File: src/rtl/flap_sequencer.sv
// Request arbiter and step sequencer in front of the flap indicator core.
// Turns granted targets into spaced step pulses and manages cyclic mode entry, exit and re-homing.
module flap_sequencer #(
  parameter int POSITIONS   = 10,
  parameter int POS_W       = 4,
  parameter int STEP_GAP    = 4,
  parameter int IDLE_CYCLES = 64
) (
  input  logic               clk,
  input  logic               async_reset,
  input  logic [1:0]         req_valid,
  input  logic [2*POS_W-1:0] req_target,
  output logic [1:0]         req_ready,
  input  logic               home_sense,
  output logic               change_position_re,
  output logic               change_mode_re,
  output logic [POS_W-1:0]   current_pos,
  output logic               busy,
  output logic               cyclic_active,
  output logic               done,
  output logic               err
);

  localparam int GAP_W  = (STEP_GAP > 2) ? $clog2(STEP_GAP) : 1;
  localparam int IDLE_W = (IDLE_CYCLES > 2) ? $clog2(IDLE_CYCLES) : 1;
  localparam logic [GAP_W-1:0]   GAP_LOAD  = GAP_W'(STEP_GAP - 1);
  localparam logic [IDLE_W-1:0]  IDLE_LAST = IDLE_W'(IDLE_CYCLES - 1);
  localparam logic [POS_W-1:0]   POS_LAST  = POS_W'(POSITIONS - 1);
  localparam logic [POS_W-1:0]   POS_MOD   = POS_W'(POSITIONS);
  localparam logic [POS_W:0]     POS_LIMIT = (POS_W+1)'(POSITIONS);

  typedef enum logic [2:0] {
    S_IDLE,
    S_STEP,
    S_GAP,
    S_DONE,
    S_CYCLIC,
    S_EXIT,
    S_HOME_STEP,
    S_HOME_GAP
  } state_t;

  state_t             state_q;
  logic [POS_W-1:0]   pos_q;
  logic [POS_W-1:0]   rem_q;
  logic [GAP_W-1:0]   gap_q;
  logic [POS_W:0]     home_cnt_q;
  logic [IDLE_W-1:0]  idle_cnt_q;
  logic               last_q;
  logic               step_q;
  logic               mode_q;
  logic               cyc_q;
  logic               done_q;
  logic               err_q;

  logic [1:0]         gnt_d;
  logic [POS_W-1:0]   tgt_d;
  logic [POS_W-1:0]   steps_d;
  logic               bad_d;
  logic               idle_hit_d;

  // Arbitration is combinational so the accept lands in the same IDLE cycle as the request
  always_comb begin
    gnt_d = 2'b00;
    if (state_q == S_IDLE && !async_reset) begin
      if (req_valid == 2'b11) gnt_d = last_q ? 2'b01 : 2'b10;
      else                    gnt_d = req_valid;
    end
    tgt_d = gnt_d[1] ? req_target[POS_W +: POS_W] : req_target[0 +: POS_W];
    bad_d = {1'b0, tgt_d} >= POS_LIMIT;
    // Forward distance modulo POSITIONS; fits POS_W bits since it is below POSITIONS
    if (tgt_d >= pos_q) steps_d = tgt_d - pos_q;
    else                steps_d = tgt_d + POS_MOD - pos_q;
    idle_hit_d = (IDLE_CYCLES != 0) && (state_q == S_IDLE) &&
                 (req_valid == 2'b00) && (idle_cnt_q == IDLE_LAST);
  end

  always_ff @(posedge clk or posedge async_reset) begin
    if (async_reset) begin
      state_q    <= S_IDLE;
      pos_q      <= '0;
      rem_q      <= '0;
      gap_q      <= '0;
      home_cnt_q <= '0;
      idle_cnt_q <= '0;
      last_q     <= 1'b1;
      step_q     <= 1'b0;
      mode_q     <= 1'b0;
      cyc_q      <= 1'b0;
      done_q     <= 1'b0;
      err_q      <= 1'b0;
    end else begin
      step_q <= 1'b0;
      mode_q <= 1'b0;
      done_q <= 1'b0;
      err_q  <= 1'b0;
      if (state_q != S_IDLE) idle_cnt_q <= '0;

      case (state_q)
        S_IDLE: begin
          if (|gnt_d) begin
            last_q     <= gnt_d[1];
            idle_cnt_q <= '0;
            if (bad_d) begin
              err_q <= 1'b1;
            end else if (steps_d == '0) begin
              state_q <= S_DONE;
              done_q  <= 1'b1;
            end else begin
              rem_q   <= steps_d;
              state_q <= S_STEP;
              step_q  <= 1'b1;
            end
          end else if (idle_hit_d) begin
            idle_cnt_q <= '0;
            gap_q      <= GAP_LOAD;
            state_q    <= S_CYCLIC;
            mode_q     <= 1'b1;
          end else if (IDLE_CYCLES != 0) begin
            idle_cnt_q <= idle_cnt_q + 1'b1;
          end
        end

        S_STEP: begin
          pos_q   <= (pos_q == POS_LAST) ? '0 : pos_q + 1'b1;
          rem_q   <= rem_q - 1'b1;
          gap_q   <= GAP_LOAD;
          state_q <= S_GAP;
        end

        S_GAP: begin
          if (gap_q == GAP_W'(1)) begin
            if (rem_q == '0) begin
              state_q <= S_DONE;
              done_q  <= 1'b1;
            end else begin
              state_q <= S_STEP;
              step_q  <= 1'b1;
            end
          end else begin
            gap_q <= gap_q - 1'b1;
          end
        end

        S_DONE: state_q <= S_IDLE;

        // Exit is held off until the mode pulse has settled, keeping pulse spacing intact
        S_CYCLIC: begin
          cyc_q <= 1'b1;
          if (gap_q != '0) begin
            gap_q <= gap_q - 1'b1;
          end else if (|req_valid) begin
            state_q <= S_EXIT;
            mode_q  <= 1'b1;
          end
        end

        S_EXIT: begin
          cyc_q      <= 1'b0;
          gap_q      <= GAP_LOAD;
          home_cnt_q <= '0;
          state_q    <= S_HOME_GAP;
        end

        S_HOME_GAP: begin
          if (gap_q == GAP_W'(1)) begin
            if (home_sense) begin
              pos_q   <= '0;
              state_q <= S_IDLE;
            end else if (home_cnt_q == POS_LIMIT) begin
              pos_q   <= '0;
              err_q   <= 1'b1;
              state_q <= S_IDLE;
            end else begin
              state_q <= S_HOME_STEP;
              step_q  <= 1'b1;
            end
          end else begin
            gap_q <= gap_q - 1'b1;
          end
        end

        S_HOME_STEP: begin
          home_cnt_q <= home_cnt_q + 1'b1;
          gap_q      <= GAP_LOAD;
          state_q    <= S_HOME_GAP;
        end

        default: state_q <= S_IDLE;
      endcase
    end
  end

  assign req_ready          = gnt_d;
  assign change_position_re = step_q;
  assign change_mode_re     = mode_q;
  assign current_pos        = pos_q;
  assign busy               = (state_q != S_IDLE);
  assign cyclic_active      = cyc_q;
  assign done               = done_q;
  assign err                = err_q;

endmodule

File: config.mk
export PLATFORM = sky130hd
export DESIGN_NAME = flap_sequencer
export DESIGN_NICKNAME = d
export VERILOG_FILES = /design/src/rtl/flap_sequencer.sv
export SDC_FILE = /design/constraint.sdc
export NUM_CORES = 1
export LEC_CHECK = 0
export ABC_AREA = 1
export CORE_ASPECT_RATIO = 0.75
export CORE_MARGIN = 2
export CORE_UTILIZATION = 45
export DETAILED_ROUTE_END_ITERATION = 8
export GPL_ROUTABILITY_DRIVEN = 0
export PLACE_DENSITY = 0.76
export SYNTH_ARGS = -nofsm -noshare
export SYNTH_HDL_FRONTEND = slang
export SYNTH_SLANG_ARGS = --single-unit
File: constraint.sdc
create_clock -name clk -period 3.8 [get_ports clk]
set_input_delay 0.57 -clock clk [delete_from_list [all_inputs] [get_ports clk]]
set_output_delay 0.57 -clock clk [all_outputs]
set_load 0.05 [all_outputs]
### Yosys cells after proc, flatten, opt, wreduce, memory -nomap -nowiden

Index checks and enable logic that the tools add are counted.

* add/sub/neg operators: 8
* multiply operators: 0
* div/mod/pow operators: 0
* magnitude comparators: 2
* equality and inequality tests: 26
* shift operators: 0
* muxes and demuxes: 63
* bitwise operators: 0
* reduce and logical (&&, ||, !) cells: 26

Operator list (count)
* $mux W4: 9
* $mux W3: 9
* $mux W6: 4
* $mux W1: 22
* $pmux W3 S7: 1
* $ne A2 B2 Y1 const B: 10
* $mux W2: 9
* $pmux W4 S2: 2
* $eq A3 B3 Y1 const B: 4
* $reduce_bool A2 Y1: 6
* $pmux W5 S2: 1
* $logic_not A4 Y1: 2
* $pmux W1 S2: 4
* $pmux W2 S4: 1
* $reduce_or A2 Y1: 4
* $sub A4 B4 Y4: 2
* $add A6 B1 Y6 const B: 1
* $eq A3 B2 Y1 const B: 2
* $eq A6 B6 Y1 const B: 1
* $ne A3 B3 Y1 const B: 2
* $reduce_and A6 Y1: 1
* $add A5 B1 Y5 const B: 1
* $eq A5 B4 Y1 const B: 1
* $reduce_and A5 Y1: 1
* 23 further kinds: 25

* bits in registers: 30
* bits in latches: 0
* bits in writable memories: 0
* memory bits (read-only): 0
* input port bits: 13
* output and inout port bits: 12
* word-level logic and storage cells: 137
* memories: 0

### Longest topological paths before layout

* depth in word-level cells: 12
* gate-level depth with buffers: 20
* depth with buffers taken out: 20

### Worst setup path after synthesis

No wires, ideal clock.

* path type: input to register
* start: in async_reset
* end: reg rem_q[2]
* library setup time: 117 ps
* arrival time: 3195 ps
* required time: 3683 ps
* slack: 489 ps
* cell stages on the path: 17
* path buffers: 0
* cell sequence: inv_1 nand3_4 nand2_1 nand2_2 inv_1 ha_1 inv_1 ha_1 fa_1 nand3_1 nand3_1 nor2_1 nand2_1 nand3_4 nand2_4 nand2_1 nand2_1

* word-level cells in the longest chain between the ends: 11
* elaborated cells on any way between the ends: 20
* those cells by class: 3 x add/sub; 2 x order compare; 3 x eq/ne; 7 x mux; 5 x reduce/logical

Ends and longest elaborated chain
* start: declaration: line 10 `input logic async_reset,`
* $logic_not A1 Y1 (no line) *
* $logic_and A1 B1 Y1 *: line 65 `if (state_q == S_IDLE && !async_reset) begin`
* $mux W2 *: line 65
* $mux W4: line 69 `tgt_d = gnt_d[1] ? req_target[POS_W +: POS_W] : req_target[0 +: POS_W];`
* $add A4 B4 Y4: line 73 `else steps_d = tgt_d + POS_MOD - pos_q;`
* $sub A4 B4 Y4: line 73
* $mux W4: line 72 `if (tgt_d >= pos_q) steps_d = tgt_d - pos_q;`
* $mux W4: line 106 `end else if (steps_d == '0) begin`
* $mux W4: line 104 `if (bad_d) begin`
* $mux W4: line 101 `if (|gnt_d) begin`
* $pmux W4 S2: line 99 `case (state_q)`
* end signal: assignment: line 110 `rem_q <= steps_d;`
* end signal: assignment: line 126 `rem_q <= rem_q - 1'b1;`
* end: declaration: line 45 `logic [POS_W-1:0] rem_q;`

Every way passes the cells marked *; elsewhere a longest branch is shown, timed or not. The select of a mux whose other input is x is not followed.
A chain may end at the register's enable or synchronous reset.

### Final worst setup path

* start: in async_reset
* end: reg rem_q[3]

The elaborated chain is that of the path after synthesis.

==> results.cfg <==
[clock_tree]
post_cts_buffers = 0
clkLatencyLatePin_ns = 0.29
hold_buffers = 0
ctsHtreeMaxLevel = 2
cts_tree = yes
cts-root-buf = clkbuf_8
clockBufferDepth = 2
cts_buffers = 5
cts.sinks = 30
cts_resized = 0
clk_pin_slew_ns = 0.06

[critical_path]
r2r_start = state_q[2]
r2r_setup_slack_ns = 0.79
worstPathMaxFanout = 7
crit_type = in -> reg
reg2reg_to = rem_q[3]
critPathRequiredTime_ns = 3.98
crit_arrival_ns = 3.37
critPathCaptureType = flop
worst_setup_path_start_kind = input pin
ff2ff_path_depth = 18

[global_routing]
antenna_found_initial = 0
grt_usage_pct = 18.6
grt_pass1_wl_um = 7790
grt_pass1_vias = 1680
grt_overflow_total = 0
grt_max_degree = 31

[sta]
finalCritPeriodShare_pct = 84.0
slew_viol_final = 0
hold_viol = 0
fmax_mhz = 313
worst_pin_slew_ns = 0.493
fin_tns_setup_ns = 0
rsz0062_at_grt = no
finClkSkew_ns = 0.00252
slew-limit-headroom_pct = 67.0
setup_viol = 0
fin_crit_ns = 3.19

[synthesis]
synth_area_leaders = dfrtp_1 (34%), nand2_1 (11%), ha_1 (8.3%)
async_flop_share_pct = 100
synth_area_um2 = 2120
ys_ff_latch = 30
syn-mean-instance-area_um2 = 7.78
synthCells = 272
yosysSeqAreaShare_pct = 35.5
yosysTopAreaCellShare_pct = 34.3
syn_nets = 302
ys_warn_count = 0
synth_edf_count = 0
ys_types = 34
ys.flop_type = dfrtp_1
synth_area_leader_cell = dfrtp_1

[detailed_routing]
wire_per_inst_um = 12.6
wirelength_um = 4540
drt_pass1_iterations = 4
vias = 1803
via_per_inst = 5.01
drc_errors = 0
drt_iter0_drc = 145
ant_nets = 0

[final_layout]
multi_input_area_um2 = 1170
layout_common_cells = nand2_1 (64), inv_1 (44), dfrtp_1 (29)
fin_area_um2 = 2510
final_common_cell = nand2_1
drive_gt1_share_pct = 10.9
regArea_um2 = 752
fillers = 388
diodes = 0
nNetsFinal = 332
area_delta_synth_final_pct = 18.5

[flow_run]
cap_violations = 0

[placed_design]
dp_hpwl_um = 3400
portBuffers = 24
dpl-instance-area_um2 = 2420

[hold_path]
whs_path_depth = 1
hold_end = idle_cnt_q[0]
hold_start = idle_cnt_q[0]
hold_class = reg -> reg

[pwr]
power_mw = 2.04
leakage_nw = 1.28
peakVddDrop_mv = 0.430
powerDensity_nw_per_um2 = 812

[floorplanning]
die_h_um = 63.4
initial_core_util_pct = 47.1
fp.dieW_um = 83.2
dieArea_um2 = 5270
num_rows = 21
ios = 25
core-area_um2 = 4490

[status]
status = finished, final reports clean
## sequential cells by signal, summed over array words and instances (netlist names)
| name | cells |
|---|---|
| idle_cnt_q | 6 |
| home_cnt_q | 5 |
| current_pos | 4 |
| rem_q | 4 |
| state_q | 3 |
| gap_q | 2 |
| change_mode_re | 1 |
| change_position_re | 1 |
| cyclic_active | 1 |
| done | 1 |
| err | 1 |
| last_q | 1 |
## logic make-up (layout without fill, tap and decap cells)
group                    after synthesis  count (layout)  share of synthesized area, %
AO/OA/AOI/OAI                         34              34                          9.99
multiplexers                           2               2                         0.946
flip-flops                            30              30                          35.5
XOR/XNOR                               8               8                          3.31
buffers and inverters                 50              81                          9.28
AND/OR/NAND/NOR                      131             131                          29.8
adder cells (fa/ha/maj)               17              17                          11.1
## worst max-delay path: stages
cell and delay, ns:
clkdlybuf4s50_1 0.54, inv_1 0.11, nand3_4 0.14, nand2_1 0.08, nand2_2 0.11, inv_1 0.06, ha_1 0.30, inv_1 0.05
ha_1 0.20, fa_1 0.47, nand3_1 0.12, nand3_1 0.08, nor2_1 0.12, nand2_1 0.11, nand3_4 0.11, nand2_4 0.06
nand2_1 0.07, nand2_1 0.05
## synthesized netlist by cell type, types with 3 or more instances
master	count
inv_1	44
nor2_1	18
nand2_1	64
xor2_1	7
nor2_2	4
o22ai_1	4
o21ai_0	16
a21oi_1	5
ha_1	14
nand2_2	5
dfrtp_1	29
nor2_4	3
nor3_1	3
inv_2	4
fa_1	3
nand3_1	26
## worst max-delay path by stage
| stage | startpoint | endpoint | slack, ns | cells after the start |
|---|---|---|---|---|
| 5_1_grt | async_reset | rem_q[0] | 0.34 | 18 |
| 3_5_place_dp | async_reset | rem_q[3] | 0.31 | 18 |
| 3_3_place_gp | req_valid[1] | rem_q[0] | 0.38 | 18 |
| 2_1_floorplan | async_reset | rem_q[2] | 0.49 | 17 |
| 4_1_cts | async_reset | rem_q[3] | 0.59 | 18 |
| 6_report | async_reset | rem_q[3] | 0.61 | 18 |
## stage by stage
stage                     hold WS, ns  cells  setup slack [ns]  utilization (%)
after floorplan                 0.429    272             0.489                -
after global placement          0.444    352             0.384             53.8
after detailed placement        0.450    352             0.308             53.8
after CTS                       0.458    360             0.590             55.8
after global routing            0.481    360             0.336             55.8
final                           0.459    360             0.606             55.8
## report_power, final
| part | total [mW] | switching (mW) | internal [mW] |
|---|---|---|---|
| Clock | 0.270 | 0.124 | 0.146 |
| Sequential | 0.542 | 0.115 | 0.427 |
| Combinational | 1.22 | 0.786 | 0.439 |
| Total | 2.04 | 1.03 | 1.01 |
## area by class of cell
class / count / area share (%)
sequential: 30 / 30.0
clock inverter: 1 / 0.200
clock buffer: 7 / 3.44
inverter: 48 / 7.18
tap: 57 / 2.84
multi-input combinational: 192 / 46.6
timing repair buffer: 25 / 9.78
## layer usage
metal | wire length (µm) | global-route usage [%] | vias up
met4 | 65 | 6.76 | 0
met2 | 1890 | 27.5 | 37
met1 | 2370 | 26.7 | 826
met3 | 214 | 4.33 | 7
li1 | - | - | 933
met5 | 0 | 0 | -
(Power assumes the default switching activity.)
